==> src/rtl/serial_adder.sv <==
// Bit-serial adder/subtractor: one full-adder cell and a carry flop process
// two WIDTH-bit operands LSB-first over WIDTH cycles with a start/busy/done handshake.
module serial_adder #(
  parameter int unsigned WIDTH = 8
) (
  input  logic             clk,
  input  logic             reset,
  input  logic             start,
  input  logic             sub,
  input  logic [WIDTH-1:0] a,
  input  logic [WIDTH-1:0] b,
  output logic             busy,
  output logic             done,
  output logic [WIDTH-1:0] sum,
  output logic             carry_out,
  output logic             overflow
);

  localparam int unsigned CW = $clog2(WIDTH);

  typedef enum logic [1:0] {
    IDLE = 2'd0,
    RUN  = 2'd1,
    DONE = 2'd2
  } state_t;

  state_t           state;
  logic [CW-1:0]    cnt;
  logic [WIDTH-1:0] areg;
  logic [WIDTH-1:0] breg;
  logic [WIDTH-2:0] sreg;
  logic             c;
  logic             c_msb;

  logic             s_bit;
  logic             c_nxt;

  // The single full-adder cell
  assign s_bit = areg[0] ^ breg[0] ^ c;
  assign c_nxt = (areg[0] & breg[0]) | (areg[0] & c) | (breg[0] & c);

  always_ff @(posedge clk) begin
    if (reset) begin
      state     <= IDLE;
      cnt       <= '0;
      areg      <= '0;
      breg      <= '0;
      sreg      <= '0;
      c         <= 1'b0;
      c_msb     <= 1'b0;
      busy      <= 1'b0;
      done      <= 1'b0;
      sum       <= '0;
      carry_out <= 1'b0;
      overflow  <= 1'b0;
    end else begin
      case (state)
        IDLE: begin
          done <= 1'b0;
          if (start) begin
            areg  <= a;
            breg  <= sub ? ~b : b;
            c     <= sub;
            cnt   <= '0;
            busy  <= 1'b1;
            state <= RUN;
          end
        end
        RUN: begin
          areg <= areg >> 1;
          breg <= breg >> 1;
          sreg <= (WIDTH-1)'({s_bit, sreg} >> 1);
          c    <= c_nxt;
          cnt  <= cnt + CW'(1);
          // Carry into the MSB is kept for the signed-overflow test
          if (cnt == CW'(WIDTH-2)) begin
            c_msb <= c_nxt;
          end
          if (cnt == CW'(WIDTH-1)) begin
            sum       <= {s_bit, sreg};
            carry_out <= c_nxt;
            overflow  <= c_msb ^ c_nxt;
            busy      <= 1'b0;
            done      <= 1'b1;
            state     <= DONE;
          end
        end
        DONE: begin
          done  <= 1'b0;
          state <= IDLE;
        end
        default: begin
          busy  <= 1'b0;
          done  <= 1'b0;
          state <= IDLE;
        end
      endcase
    end
  end

endmodule

==> config.mk <==
export PLATFORM = sky130hd
export DESIGN_NAME = serial_adder
export DESIGN_NICKNAME = d
export VERILOG_FILES = /design/src/rtl/serial_adder.sv
export SDC_FILE = /design/constraint.sdc
export NUM_CORES = 1
export LEC_CHECK = 0
export ABC_AREA = 1
export BUFFER_PORTS_ARGS = -buffer_cell sky130_fd_sc_hd__buf_2
export CORE_AREA = 2 2 64 66
export DETAILED_ROUTE_END_ITERATION = 10
export DIE_AREA = 0 0 66 68
export PLACE_DENSITY = 0.76
export SYNTH_ARGS = -nofsm -noshare
export SYNTH_HDL_FRONTEND = slang
export SYNTH_SLANG_ARGS = --single-unit
==> constraint.sdc <==
create_clock -name clk -period 1.6 [get_ports clk]
set_input_delay 0 -clock clk [delete_from_list [all_inputs] [get_ports clk]]
set_output_delay 0 -clock clk [all_outputs]
set_load 0.03 [all_outputs]
==> metrics.csv <==
stage,metric,value,unit
cts,cts-htree-levels,2,
die,start_util,52.1,%
timing,relSlewSlack,70.1,%
final_layout,final_cell_mix,"nand2_1, nor2_1, dfxtp_1",
die,dieArea,4490,um2
place,placed_cell_area,2150,um2
timing,fin_tns_setup,0,ps
synth,yosysTopAreaCellShare,41.8,%
cts,ctsLongestPathBuffers,2,
cts,cts-resized-gates,0,
global_routing,grt_pass1_wl,6.73,mm
final_layout,fin_area,2300,um2
detailed_routing,totalWireLength,3.73,mm
synth,synth_area_leaders,"dfxtp_1, nand2_1, nor2_1",
pwr,power.internal,0.00184,W
cts,cts_hold_buf,1,
timing,hold_slack,-2.33,ps
outcome,status,"finished, violations left",
cts,clock_sinks,42,
synth,yosys.area.top_type,dfxtp_1,
synth,avgSynthCellArea,7.62,um2
die,core_area,3860,um2
place,dp.cells,337,
pwr,switchingPower,0.000547,W
detailed_routing,drtAntennaViolNets,0,
cts,cts_tree,built,
synth,seq_area_frac_synth,41.8,%
pwr,powerDensity,1040,nW/um2
global_routing,grt_max_degree,26,
final_layout,layoutNonFillerInstCount,346,
timing,setup_viol,0,
synth,syn_area,2010,um2
run,maxCapViolations,0,
synth,ys_warn_count,0,
critical_path,cp.arrival,1580,ps
timing,clock_skew,9.08,ps
detailed_routing,viasPerCell,4.87,
pwr,vdd_drop_max,686,uV
critical_path,worstPathMaxFanout,10,
critical_path,critPathKind,flop to flop,
timing,drv_slew,0,
final_layout,nets,319,
outcome,violations,negative hold slack,
final_layout,fillers,364,
critical_path,worstSetupStartpointType,flop,
global_routing,gr-total-overflow,0,
pwr,total_power,0.00238,W
cts,cts_buffers,5,
synth,synthesis.nets,288,
synth,synth-seq-cells,42,
critical_path,worst_setup_path_end_kind,flop,
place,pre_cts_ws,215,ps
cts,post_cts_buffers,0,
cts,clock_latency,300,ps
timing,hold_viol,1,
final_layout,layout_commonest_cell,nand2_1,
detailed_routing,drt-initial-drc-count,87,
timing,max_freq,0.726,GHz
timing,post-route-period-util,86.0,%
die,ios,32,
place,gp_congestion,0.758,
detailed_routing,vias,1686,
place,dp_hpwl,2.58,mm
die,rows,23,
final_layout,layout-drive-gt1-share,24.3,%
timing,setup_slack,223,ps
pwr,p_leak,1.19,nW
detailed_routing,firstDrtPassIters,4,
synth,synth_cell_types,29,
pwr,sw_frac_of_total,23.0,%
pwr,pwr-share-comb,10.2,%
timing,rsz0062_at_grt,no,
min_path,min-delay-path-class,input port to flop,
pwr,p_clk_share,43.5,%
detailed_routing,drc,0,
die,die_h,68,um
global_routing,grt_pass1_vias,1569,
global_routing,antenna_found_initial,0,
place,portBuffers,31,
cts,root_buffer,clkbuf_8,
cts,clk_pin_slew,80,ps
timing,finalCriticalPeriod,1380,ps
final_layout,syn2layout_area_growth,14.4,%
pwr,p_seq_share,46.4,%
timing,worst_pin_slew,447,ps
global_routing,grtUsageTotal,19.6,%
critical_path,crit_required,1800,ps
final_layout,antenna_cells,0,
detailed_routing,avgRoutedWirePerCell,10.8,um
synth,syn_inst,264,
die,die_x,66,um
[Yosys cell counts (all sizes together)]
master / count
a211oi: 1
a21oi: 4
buf: 7
clkbuf: 2
dfxtp: 42
fa: 1
ha: 3
inv: 33
nand2: 65
nand3: 33
nor2: 48
nor3: 2
o21ai: 14
o22ai: 7
xnor2: 1
xor2: 1
[metrics by stage]
stage	hold WS, ps	utilization [%]
global placement	261	55.7
finish	-2.33	59.7
detailed placement	261	55.7
CTS	4.66	59.7
floorplan	78.5	-
global route	23.7	59.7
[power groups by stage]
stage	Sequential (W)	Combinational, W	Clock, W
after floorplan	0.00113	0.000197	0
after global placement	0.00113	0.000236	0
after detailed placement	0.00113	0.000240	0
after CTS	0.00111	0.000243	0.00105
after global routing	0.00111	0.000280	0.00109
final	0.00111	0.000242	0.00104
[critical path: stages, from the launching register on]
cell,delay (ps)
dfxtp_1,380
ha_1,170
ha_1,160
inv_1,80
nor2_4,200
inv_2,130
nor2_1,110
nor2_1,50
[kinds of logic after synthesis]
| kind of cell | synth area share (%) |
|---|---|
| AO/OA/AOI/OAI | 7.53 |
| AND/OR/NAND/NOR | 36.4 |
| XOR/XNOR | 0.871 |
| flip-flops | 41.8 |
| buffers and inverters | 10.5 |
| adder cells (fa/ha/maj) | 2.86 |
[per-layer routing]
metal	routed length [um]	track usage [%]	share of wire, %	vias to the layer above
met5	0	0	0	-
met2	1710	33.1	46	38
li1	-	-	-	889
met4	58	8.42	1.6	0
met1	1800	24.6	48	754
met3	161	3.95	4.3	5
[path summary, 6_finish.rpt]
check	startpoint	endpoint	cells after the start	slack, ps
setup / recovery	cnt[0]	sum[4]	7	220
setup reg to reg	cnt[0]	sum[4]	7	220
hold / removal	b[7]	breg[7]	3	-2
hold reg to reg	carry_out	carry_out	2	480
[flip-flops by register name, summed over array words and instances (netlist names)]
signal	flops
areg	8
breg	8
sum	8
sreg	7
cnt	3
state	2
busy	1
c	1
c_msb	1
carry_out	1
done	1
overflow	1
[final cells by class]
| class | count | area (um2) | share of cell area (%) |
|---|---|---|---|
| inverter | 33 | 124 | 5.38 |
| clock buffer | 6 | 82.6 | 3.59 |
| sequential | 42 | 841 | 36.5 |
| timing repair buffer | 33 | 173 | 7.50 |
| clock inverter | 2 | 60.1 | 2.61 |
| multi-input combinational | 180 | 958 | 41.7 |
| tap | 50 | 62.6 | 2.72 |
(Power assumes the default switching activity.)
